==> src/rtl/count_evt_pkg.sv <==
// count_evt_pkg: shared event codes, record layout and widths for count_event_fifo.
package count_evt_pkg;
  localparam int TSTAMP_W = 8;
  localparam int EVT_CNT_W = 4;
  typedef enum logic [1:0] {
    EVT_NONE  = 2'b00,
    EVT_WRAP  = 2'b01,
    EVT_MATCH = 2'b10,
    EVT_BOTH  = 2'b11
  } evt_code_t;
  typedef struct packed {
    evt_code_t code;
    logic [EVT_CNT_W-1:0] count;
`ifdef COUNT_EVT_TSTAMP_EN
    logic [TSTAMP_W-1:0] tstamp;
`endif
  } evt_rec_t;
endpackage

==> src/rtl/count_event_fifo_fifo.sv <==
// evt_fifo: synchronous FIFO, head read straight from storage; pushes while full without a pop are discarded.
module evt_fifo #(
  parameter int DEPTH = 4,
  parameter int W = 6
) (
  input  logic                     clk,
  input  logic                     rst_n,
  input  logic                     push_i,
  input  logic                     pop_i,
  input  logic [W-1:0]             din_i,
  output logic [W-1:0]             dout_o,
  output logic                     full_o,
  output logic                     empty_o,
  output logic [$clog2(DEPTH):0]   level_o
);
  localparam int AW = $clog2(DEPTH);
  logic [W-1:0] mem_q [DEPTH];
  logic [AW-1:0] wr_q, rd_q;
  logic [AW:0] level_q;
  logic do_push, do_pop;
  assign empty_o = level_q == '0;
  assign full_o = level_q == (AW+1)'(DEPTH);
  assign do_pop = pop_i && !empty_o;
  // a pop in the same cycle frees the slot, so a full FIFO still accepts the push
  assign do_push = push_i && (!full_o || do_pop);
  assign dout_o = mem_q[rd_q];
  assign level_o = level_q;
  always_ff @(posedge clk or negedge rst_n) begin
    if (!rst_n) begin
      wr_q <= '0;
      rd_q <= '0;
      level_q <= '0;
      for (int i = 0; i < DEPTH; i++) mem_q[i] <= '0;
    end else begin
      if (do_push) begin
        mem_q[wr_q] <= din_i;
        wr_q <= wr_q + 1'b1;
      end
      if (do_pop) rd_q <= rd_q + 1'b1;
      level_q <= level_q + {{AW{1'b0}}, do_push} - {{AW{1'b0}}, do_pop};
    end
  end
endmodule

==> src/rtl/count_event_fifo.sv <==
// count_event_fifo: detects counter wrap / compare entry and queues event records for a valid/ready consumer.
// Optional COUNT_EVT_TSTAMP_EN adds an 8-bit timestamp to each record and the evt_tstamp port.
module count_event_fifo
  import count_evt_pkg::*;
#(
  parameter int DEPTH = 4,
  parameter int CNT_W = 4
) (
  input  logic                   clk,
  input  logic                   rst_n,
  input  logic [CNT_W-1:0]       count_in,
  input  logic                   cmp_en,
  input  logic [CNT_W-1:0]       cmp_val,
  output logic                   evt_valid,
  input  logic                   evt_ready,
  output logic [1:0]             evt_code,
  output logic [CNT_W-1:0]       evt_count,
  output logic                   evt_drop,
  input  logic                   drop_clr,
`ifdef COUNT_EVT_TSTAMP_EN
  output logic [TSTAMP_W-1:0]    evt_tstamp,
`endif
  output logic [$clog2(DEPTH):0] fifo_level
);
`ifdef COUNT_EVT_TSTAMP_EN
  localparam int REC_W = 2 + CNT_W + TSTAMP_W;
`else
  localparam int REC_W = 2 + CNT_W;
`endif
  logic [CNT_W-1:0] prev_q;
  logic prev_vld_q, drop_q, drop_d;
  logic wrap, match, push, full, empty, drop;
  evt_code_t code;
  logic [REC_W-1:0] rec_in, rec_out;
  assign wrap = prev_vld_q && prev_q == '1 && count_in == '0;
  assign match = cmp_en && count_in == cmp_val && (!prev_vld_q || prev_q != count_in);
  assign code = evt_code_t'({match, wrap});
  assign push = wrap || match;
  assign drop = push && full && !(evt_valid && evt_ready);
  assign drop_d = drop ? 1'b1 : drop_clr ? 1'b0 : drop_q;
`ifdef COUNT_EVT_TSTAMP_EN
  logic [TSTAMP_W-1:0] ts_q;
  always_ff @(posedge clk or negedge rst_n) begin
    if (!rst_n) ts_q <= '0;
    else ts_q <= ts_q + 1'b1;
  end
  assign rec_in = {code, count_in, ts_q};
  assign evt_tstamp = rec_out[TSTAMP_W-1:0];
`else
  assign rec_in = {code, count_in};
`endif
  always_ff @(posedge clk or negedge rst_n) begin
    if (!rst_n) begin
      prev_q <= '0;
      prev_vld_q <= 1'b0;
      drop_q <= 1'b0;
    end else begin
      prev_q <= count_in;
      prev_vld_q <= 1'b1;
      drop_q <= drop_d;
    end
  end
  evt_fifo #(.DEPTH(DEPTH), .W(REC_W)) u_fifo (
    .clk     (clk),
    .rst_n   (rst_n),
    .push_i  (push),
    .pop_i   (evt_ready),
    .din_i   (rec_in),
    .dout_o  (rec_out),
    .full_o  (full),
    .empty_o (empty),
    .level_o (fifo_level)
  );
  assign evt_valid = !empty;
  assign evt_code = rec_out[REC_W-1 -: 2];
  assign evt_count = rec_out[REC_W-3 -: CNT_W];
  assign evt_drop = drop_q;
endmodule
==> config.mk <==
export PLATFORM = sky130hd
export DESIGN_NAME = count_event_fifo
export DESIGN_NICKNAME = d
export VERILOG_FILES = /design/src/rtl/count_evt_pkg.sv /design/src/rtl/count_event_fifo_fifo.sv /design/src/rtl/count_event_fifo.sv
export SDC_FILE = /design/constraint.sdc
export NUM_CORES = 1
export LEC_CHECK = 0
export BUFFER_PORTS_ARGS = -buffer_cell sky130_fd_sc_hd__buf_2
export CORE_ASPECT_RATIO = 1.5
export CORE_MARGIN = 2
export CORE_UTILIZATION = 40
export CTS_BUF_LIST = sky130_fd_sc_hd__clkbuf_2
export DETAILED_ROUTE_END_ITERATION = 8
export PLACE_DENSITY = 0.7
export SYNTH_ARGS = -nofsm -noshare
export SYNTH_HDL_FRONTEND = slang
export SYNTH_HIERARCHICAL = 1
export SYNTH_SLANG_ARGS = --single-unit
export TNS_END_PERCENT = 100
==> constraint.sdc <==
create_clock -name clk -period 2.2 [get_ports clk]
set_input_delay 0.33 -clock clk [delete_from_list [all_inputs] [get_ports clk]]
set_output_delay 0.33 -clock clk [all_outputs]
set_load 0.02 [all_outputs]
==> results of run 1 <==
[power groups by stage]
stage	logic (mW)	registers, mW	clock network, mW
after global routing	0.907	1.13	0.354
after CTS	0.824	1.10	0.327
after detailed placement	0.811	1.12	0
after floorplan	0.609	1.03	0
final	0.833	1.10	0.306
after global placement	0.766	1.09	0
[repair_timing]
action | CTS | global route
resized for setup | 3 | 2
setup buffers | 4 | 1
hold buffers | 1 | 0
gates cloned | 0 | 0
pin swaps | 4 | 3
setup endpoints to repair | 6 | 2
hold endpoints to repair | 12 | 0
[registers in the layout, indices dropped and copies added (netlist names)]
name / count
prev_vld_q: 1
u_fifo/wr_q: 2
u_fifo/rd_q: 2
u_fifo/mem_q: 24
prev_q: 4
evt_drop: 1
u_fifo/level_o: 3
[worst max-delay path, stage by stage, from the launching register on]
cell and delay [ns]:
dfrtp_1 0.44, xnor2_1 0.14, o21ai_1 0.10, nor3_2 0.25, o21bai_2 0.14, nand2b_1 0.10
mux2i_1 0.08, ha_2 0.18, fa_2 0.35, xnor2_2 0.15, xnor2_1 0.13
[cell usage after synthesis (2+ instances only)]
library cell  number
dfrtp_1           37
ha_1               5
inv_1             10
mux2_2            25
mux4_2             6
nand2_1            4
nand2b_1           5
nand4_1            2
nor2_1             6
nor2b_1            2
or2b_1             2
xnor2_1            7
[final cells by class]
type	count	area [um2]
fill	390	2110
sequential	37	927
timing repair buffer	42	260
tap	46	57.6
clock inverter	3	17.5
clock buffer	5	25.0
inverter	10	37.5
multi-input combinational	84	843
[path summary, 6_finish.rpt]
path                                              from                          end  slack, ns  depth (start not counted)
min in group asynchronous                        rst_n  u_fifo/mem_q[6]$_DFFE_PN0P_       0.53                          2
setup / recovery                   prev_q[3]$_DFF_PN0_  u_fifo/level_o[2]$_DFF_PN0_       0.03                         10
max in group asynchronous                        rst_n   u_fifo/rd_q[0]$_DFFE_PN0N_       1.09                          2
hold / removal                             count_in[2]          prev_q[2]$_DFF_PN0_       0.16                          1
hold reg to reg            u_fifo/mem_q[2]$_DFFE_PN0P_  u_fifo/mem_q[2]$_DFFE_PN0P_       0.53                          1
setup reg to reg                   prev_q[3]$_DFF_PN0_  u_fifo/level_o[2]$_DFF_PN0_       0.03                         10
[through the flow]
step	std cells	util, %	hold slack (ns)
detailed placement	213	48.2	0.473
floorplan	133	-	0.0344
finish	227	50.6	0.164
global route	227	50.6	0.128
CTS	226	50.2	0.124
global placement	213	48.2	0.448
[cells by family (layout without fill, tap and decap cells)]
logic type	Yosys count	in the layout	synth area share, %
multiplexers	32	32	23.7
buffers and inverters	12	60	2.57
adder cells (fa/ha/maj)	6	6	4.59
AND/OR/NAND/NOR	30	30	10.6
flip-flops	37	37	51.5
XOR/XNOR	7	7	3.41
AO/OA/AOI/OAI	8	8	3.41
other	1	1	0.208
[cells in the final DEF, fill, tap and decap left out, types with 2 or more instances in the layout]
cell type and count:
xnor2_1 6, ha_1 4, or2b_1 2, dfrtp_1 36, buf_4 18, clkbuf_2 5, buf_2 23, nand4_1 2
nor2b_1 2, mux4_2 6, inv_1 10, nand2_1 4, o21ai_1 2, nor2_1 6, nand2b_1 5, mux2_2 25
[metal layers]
metal	up-vias	global-route usage (%)
met4	0	7.64
met2	28	28.9
met1	613	20.9
li1	565	-
met3	10	4.07
met5	-	0
==> metrics, run 1 <==
synthesized cell area=0.00180 mm2; met3 WL=178 um; number of enable flip-flop cells after synthesis=0; IO Port Bufs=23; maxcap violations=0; largest net degree at the start of global routing=38; Ports=24; dpl ws=-0.247 ns; Logic pwr share=37.2%; Die Width=58.8 um; nets@finish=199; antenna cell count=0; violated checks=DRC; top cells by area, synth=dfrtp_1 (51%), mux2_2 (16%), mux4_2 (7.5%); Synth area leader=dfrtp_1; status=finished, violations left; final period utilization=98.8%; DP Wirelength=2.83 mm; gr usage total=17.3%; height of the die=86.1 um; max layer used=met4; die area=0.00506 mm2; critical path class=reg2reg; Clk pwr share=13.7%; Routability Congestion=0.869; # DRC=3; Worst-Margin Slew=0.821 ns; Tot Pwr=2.24 mW; starting density of the core=42.0%; H-tree levels=2; Final Critical Period=2.17 ns; relative slew slack=45.2%; post-route cell area=0.00217 mm2; switching part of the total power=36.9%; Final Hold Viols=0; total congestion overflow=0; Placed Instance Area=0.00206 mm2; post-synth cell types=34; drt total wl=3.80 mm; average size of a mapped cell=13.5 um2; initial antenna violation count=0; Worst-Skew Late Latency=0.39 ns; DR WL/cell=16.8 um; setup ws final=0.0255 ns; Yosys Warn Count=6; Pleak=1.07 nW; RSZ-0062 raised after global routing=yes; Hold WC Path Type=in2reg; total core area=0.00428 mm2; Final Slew Violations=0; clock skew=0.0327 ns; #FFs+latches synth=37; number of global-route vias before repair=1372; P_sw=825 uW; WL met1=1.55 mm; drt first pass iters=6; Critical Path AT=2.45 ns; DR vias/cell=5.36; CTS Buf Count=5; Reg clk slew, reported paths=0.21 ns; Startpoint Class=flip-flop; register area share after synthesis=51.5%; worst-path fanout max=4; CTS Sinks=37; Mapped Cells=133; Area Overhead vs Synth=20.5%; Async SR Flop Fraction=100%; top cell type's share of synthesized area=51.5%; fraction of layout cells with a size suffix above 1=48.1%; CTS max path bufs=2; Synth Net Count=152; DRT iter0 DRCs=42; first-pass GRT wire length=6.53 mm; Peak Freq=460 MHz; maximum vdd drop=0.000472 V; Pint=1.41 mW; Setup TNS Final=0 ns; TritonCTS clock tree=yes; Met2 Wirelength=1.97 mm; setup violators final=0; Final ANT Viol Nets=0; Data required, critical path=2.47 ns; clock root buffer=clkbuf_2; pwr/cell area=1030 mW/mm2; ys flop type=dfrtp_1; Sequential Power Share=49.1%; row count=29; crit path capture type=flip-flop; vias=1216
(Power assumes the default switching activity.)
==> run 2: changes to the inputs <==
--- a/config.mk
+++ b/config.mk
@@ -8,10 +8,11 @@
 export BUFFER_PORTS_ARGS = -buffer_cell sky130_fd_sc_hd__buf_2
 export CORE_ASPECT_RATIO = 1.5
 export CORE_MARGIN = 2
-export CORE_UTILIZATION = 40
+export CORE_UTILIZATION = 25
 export CTS_BUF_LIST = sky130_fd_sc_hd__clkbuf_2
 export DETAILED_ROUTE_END_ITERATION = 8
-export PLACE_DENSITY = 0.7
+export PLACE_DENSITY = 0.5
+export REMOVE_ABC_BUFFERS = 1
 export SYNTH_ARGS = -nofsm -noshare
 export SYNTH_HDL_FRONTEND = slang
 export SYNTH_HIERARCHICAL = 1
==> constraint.sdc (replaced) <==
create_clock -name clk -period 2.4 [get_ports clk]
set_input_delay 0.36 -clock clk [delete_from_list [all_inputs] [get_ports clk]]
set_output_delay 0.36 -clock clk [all_outputs]
set_load 0.02 [all_outputs]
==> run 2 against run 1 <==
Net effect:
- hold slack worse by 0.13 ns
- count of clock-buffer cells in the layout is 1 higher
- cell count is 12% higher
- utilization is 19 points lower
- clock power is 7.5% lower
- cell area is 0.58% lower
- highest routed layer unchanged
- setup slack better by 0.13 ns
- the flow now finishes without violations
- sequential share of layout area is 0.19 points higher
==> metrics, run 2 (synthesized netlist as in run 1, its figures left out) <==
status=finished clean; CTS resizes=0; pwr/cell area=925 mW/mm2; WHS=0.0387 ns; initial antenna violation count=0; crit path capture type=flip-flop; # DRC=0; R2R cell count=10; Data required, critical path=2.72 ns; maximum vdd drop=0.000333 V; final period utilization=93.5%; reg-to-reg slack, setup=0.16 ns; Sequential Power Share=50.0%; most frequent cells in the layout=dfrtp_1 (37), mux2_2 (25), buf_2 (23); final core utilization=31.3%; Final Critical Period=2.24 ns; maxcap violations=0; DR vias/cell=4.55; gr usage total=10.4%; Die Width=73.3 um; P_sw=727 uW; Worst-Margin Slew=0.838 ns; most common cell after layout, fill and taps aside=dfrtp_1; CP cell instances=nand2b_1 > nand4_1 > nor3_2 > o21bai_1 > nand2b_1 > mux2i_1 > ha_1 > fa_1 > xnor2_1 > xnor2_1; fraction of layout cells with a size suffix above 1=45.2%; Logic pwr share=35.8%; Peak Freq=446 MHz; max reg flops=24; H-tree levels=2; setup violators final=0; die area=0.00791 mm2; TritonCTS clock tree=yes; Ports=24; CTS Buf Count=5; CTS Sinks=37; nets@finish=195; Post-CTS Setup Inserts=0; IO Port Bufs=23; max incr delay on CP=0.42 ns; worst-path fanout max=4; total congestion overflow=0; Pleak=1.05 nW; Startpoint Class=flip-flop; switching part of the total power=36.5%; critical path class=reg2reg; first-pass GRT wire length=5.98 mm; Biggest register=u_fifo/mem_q; RSZ-0062 raised after global routing=no; number of global-route vias before repair=1214; Reg clk slew, reported paths=0.20 ns; Area Overhead vs Synth=19.8%; Final Slew Violations=0; DRT iter0 DRCs=24; Critical Path AT=2.56 ns; clock skew=0.0158 ns; worst reg2reg startpoint=prev_q[0]$_DFF_PN0_; clock root buffer=clkbuf_2; Fillers=720; Pint=1.27 mW; DP Wirelength=2.83 mm; starting density of the core=26.1%; row count=37; Final Hold Viols=0; Clk pwr share=14.2%; Worst-Skew Late Latency=0.38 ns; CTS max path bufs=2; antenna cell count=0; drt first pass iters=4; Crit-path slowest cell=dfrtp_1; largest net degree at the start of global routing=38; vias=1159; DR WL/cell=14.9 um; Final ANT Viol Nets=0; drt total wl=3.79 mm; height of the die=108 um; total core area=0.00690 mm2; Hold WC Path Type=in2async; relative slew slack=44.1%; CTS Hold Bufs=0; Routability Congestion=0.775; Reg2Reg Capture Point=u_fifo/level_o[2]$_DFF_PN0_
==> run 2: power by group through the flow <==
stage	Combinational [mW]	Sequential (mW)	Clock, mW
3_3_place_gp	0.714	1.02	0
3_5_place_dp	0.730	1.02	0
6_report	0.714	0.998	0.283
5_1_grt	0.782	1.03	0.327
4_1_cts	0.729	1.00	0.300
2_1_floorplan	0.504	0.988	0
==> run 2: worst max path at each step <==
stage | startpoint | to | slack (ns)
6_report | prev_q[0]$_DFF_PN0_ | u_fifo/level_o[2]$_DFF_PN0_ | 0.16
5_1_grt | prev_q[0]$_DFF_PN0_ | u_fifo/level_o[2]$_DFF_PN0_ | 0.0006
4_1_cts | u_fifo/rd_q[0]$_DFFE_PN0N_ | evt_count[3] | 0.11
3_5_place_dp | count_in[0] | u_fifo/level_o[2]$_DFF_PN0_ | -0.17
3_3_place_gp | count_in[0] | u_fifo/level_o[2]$_DFF_PN0_ | -0.14
2_1_floorplan | count_in[0] | u_fifo/level_o[2]$_DFF_PN0_ | 0.15
==> run 2: layer usage <==
layer	share of wire, %	routed length, um	GRT usage, %	vias to the layer above
met1	44	1650	12.0	581
met4	1.6	61	3.97	0
met2	52	1960	17.8	17
met3	3.1	117	2.81	6
li1	-	-	-	555
met5	0	0	0	-
==> run 2: cell type report <==
cell class                 instances  area, um2  share of cell area (%)
sequential                        37        926                    42.9
multi-input combinational         84        827                    38.4
timing repair buffer              38        228                    10.6
tap                               78       97.6                    4.53
inverter                          10       37.5                    1.74
clock buffer                       6       30.0                    1.39
clock inverter                     2       10.0                   0.464
==> run 2: through the flow <==
step	instance area [um2]	setup WS, ns	total power, mW	setup TNS [ns]	std cells
final	2160	0.157	1.99	0	255
after global routing	2160	0.000626	2.14	0	255
after CTS	2160	0.112	2.03	0	255
after detailed placement	2120	-0.167	1.75	-0.510	247
after global placement	2120	-0.136	1.73	-0.203	247
after floorplan	1790	0.151	1.49	0	131
==> run 2: worst max-delay path: cells and delay by family, from the launching register on <==
family / cells / cell delay, ns
AOI/OAI and AO/OA: 1 / 0.18
xor gates and xnor gates: 2 / 0.31
adders and majority gates: 2 / 0.58
DFF: 1 / 0.42
muxes: 1 / 0.08
and+or+nand+nor: 4 / 0.60
==> run 3: changes to the inputs <==
--- a/config.mk
+++ b/config.mk
@@ -5,6 +5,7 @@
 export SDC_FILE = /design/constraint.sdc
 export NUM_CORES = 1
 export LEC_CHECK = 0
+export ABC_AREA = 1
 export BUFFER_PORTS_ARGS = -buffer_cell sky130_fd_sc_hd__buf_2
 export CORE_ASPECT_RATIO = 1.5
 export CORE_MARGIN = 2
==> run 3 against run 2 <==
Net effect:
- the flow now finishes with violations (hold timing)
- clock power is 7.8% higher
- hold slack worse by 0.052 ns
- maximum frequency up 12%
- first-iteration DRC count rose to 4.1 times the previous value
- flip-flop and latch count did not move
- area after synthesis grew 8.8%
- setup slack improved by 0.23 ns
- global-route usage grew 1.6 points
- clock skew is 0.032 ns higher
- critical path depth unchanged
- sequential power is 6.2% lower
- critical endpoint unchanged
==> metrics, run 3 <==
Worst-Skew Late Latency=0.44 ns; average size of a mapped cell=8.06 um2; Clk pwr share=13.8%; maxcap violations=0; Non-Filler Instances=369; DR WL/cell=12.7 um; Routability Congestion=0.764; Die Width=76.3 um; height of the die=112 um; most frequent cells after synthesis=nand2_1 (80), dfrtp_1 (37), nand4_1 (24); register area share after synthesis=47.3%; drt total wl=4.70 mm; total core area=0.00761 mm2; max reg flops=24; drt first pass iters=4; P_sw=1.02 mW; switching part of the total power=46.0%; reg-to-reg slack, setup=0.39 ns; Mapped Cells=243; most frequent cells in the layout=nand2_1 (80), dfrtp_1 (37), nand4_1 (24); critical path class=reg2reg; antenna cell count=0; # DRC=0; Biggest register=u_fifo/mem_q; CTS max path bufs=2; #FFs+latches synth=37; row count=39; Pleak=1.18 nW; CTS resizes=0; Final Slew Violations=0; top cells by area, synth=dfrtp_1 (47%), nand2_1 (15%), nand4_1 (7.7%); placed cells=361; Peak Freq=498 MHz; nets@finish=285; RSZ-0062 raised after global routing=no; Pint=1.20 mW; largest net degree at the start of global routing=38; CTS Sinks=37; Hold WC Path Type=in2async; H-tree levels=2; number of enable flip-flop cells after synthesis=0; WHS=-0.0138 ns; crit path capture type=flip-flop; synthesized cell area=0.00196 mm2; Final Hold Viols=12; CTS Hold Bufs=0; first-pass GRT wire length=8.14 mm; R2R cell count=10; final core utilization=29.0%; Final Critical Period=2.01 ns; Startpoint Class=flip-flop; DR vias/cell=4.46; clock skew=0.0475 ns; Setup TNS Final=0 ns; CTS Buf Count=5; TritonCTS clock tree=yes; number of global-route vias before repair=1605; maximum vdd drop=0.000369 V; Worst-Margin Slew=0.842 ns; die area=0.00857 mm2; vias=1644; Critical Path AT=2.32 ns; final period utilization=83.7%; DRT iter0 DRCs=98; ys flop type=dfrtp_1; Area Overhead vs Synth=12.7%; Reg clk slew, reported paths=0.23 ns; Async SR Flop Fraction=100%; clock root buffer=clkbuf_2; status=finished, violations left; total congestion overflow=0; most common cell after layout, fill and taps aside=nand2_1; count leader, synth=nand2_1; Yosys Warn Count=6; IO Port Bufs=23; starting density of the core=25.7%; top cell type's share of synthesized area=47.3%; Sequential Power Share=42.3%; DP Wirelength=3.50 mm; Fillers=860; pwr/cell area=1000 mW/mm2; Ports=24; setup violators final=0; post-synth cell types=27; initial antenna violation count=0; Data required, critical path=2.71 ns; violated checks=hold timing; gr usage total=11.9%; Post-CTS Setup Inserts=0; Final ANT Viol Nets=0; Logic pwr share=43.9%; relative slew slack=43.9%; worst-path fanout max=4; fraction of layout cells with a size suffix above 1=15.7%; Synth area leader=dfrtp_1
-- run 3: routing by layer --
metal / up-vias / GRT usage [%] / wire length (um)
li1: 841 / - / -
met4: 0 / 4.73 / 83
met5: - / 0 / 0
met2: 36 / 21.0 / 2480
met3: 5 / 2.65 / 195
met1: 762 / 14.0 / 1940
-- run 3: critical path, cell delays in order, from the launching register on --
cell	delay (ns)
dfrtp_1	0.46
o21ai_0	0.17
nor2_1	0.06
nand3_1	0.06
nand2_1	0.09
nand2_2	0.11
or2_1	0.15
nand2_1	0.07
ha_1	0.19
fa_1	0.38
xnor2_1	0.14
-- run 3: power by group through the flow --
| stage | Sequential, mW | Clock, mW | Combinational (mW) |
|---|---|---|---|
| after floorplan | 0.954 | 0 | 0.638 |
| after global placement | 0.949 | 0 | 0.974 |
| after detailed placement | 0.949 | 0 | 0.988 |
| after CTS | 0.936 | 0.319 | 0.989 |
| after global routing | 0.958 | 0.341 | 1.12 |
| final | 0.936 | 0.305 | 0.973 |
-- run 3: area by class of cell --
cell class / count / area [um2] / area share (%)
Inverter: 24 / 90.1 / 4.08
Sequential cell: 37 / 926 / 42.0
Clock buffer: 5 / 25.0 / 1.13
Timing Repair Buffer: 26 / 138 / 6.24
Multi-Input combinational cell: 172 / 883 / 40.0
Clock inverter: 3 / 17.5 / 0.794
Tap cell: 102 / 128 / 5.78
-- run 3: cell families (layout without fill, tap and decap cells) --
| group | after synthesis | count (layout) | share of synthesized area, % |
|---|---|---|---|
| and+or+nand+nor | 138 | 138 | 32.6 |
| xor gates and xnor gates | 3 | 3 | 1.34 |
| AOI/OAI and AO/OA | 24 | 24 | 6.77 |
| other | 1 | 1 | 0.192 |
| adders and majority gates | 6 | 6 | 4.22 |
| buffers and inverters | 34 | 58 | 7.60 |
| DFF | 37 | 37 | 47.3 |
-- run 3: worst paths after layout --
| kind | startpoint | end |
|---|---|---|
| max | prev_q[3]$_DFF_PN0_ | u_fifo/level_o[2]$_DFF_PN0_ |
| min | rst_n | u_fifo/mem_q[18]$_DFFE_PN0P_ |
| max reg2reg | prev_q[3]$_DFF_PN0_ | u_fifo/level_o[2]$_DFF_PN0_ |
| min reg2reg | u_fifo/mem_q[10]$_DFFE_PN0P_ | u_fifo/mem_q[10]$_DFFE_PN0P_ |
| max in group asynchronous | rst_n | u_fifo/wr_q[0]$_DFFE_PN0P_ |
| min in group clk | count_in[0] | prev_q[0]$_DFF_PN0_ |
-- run 3: through the flow --
stage | hold WS, ns | area (um2) | worst slack (ns) | power (mW)
global placement | 0.451 | 2160 | 0.190 | 1.92
finish | -0.0138 | 2210 | 0.390 | 2.21
detailed placement | 0.453 | 2160 | 0.129 | 1.94
CTS | 0.0127 | 2210 | 0.344 | 2.24
global route | 0.0403 | 2210 | 0.134 | 2.42
floorplan | 0.0644 | 1900 | 0.206 | 1.59
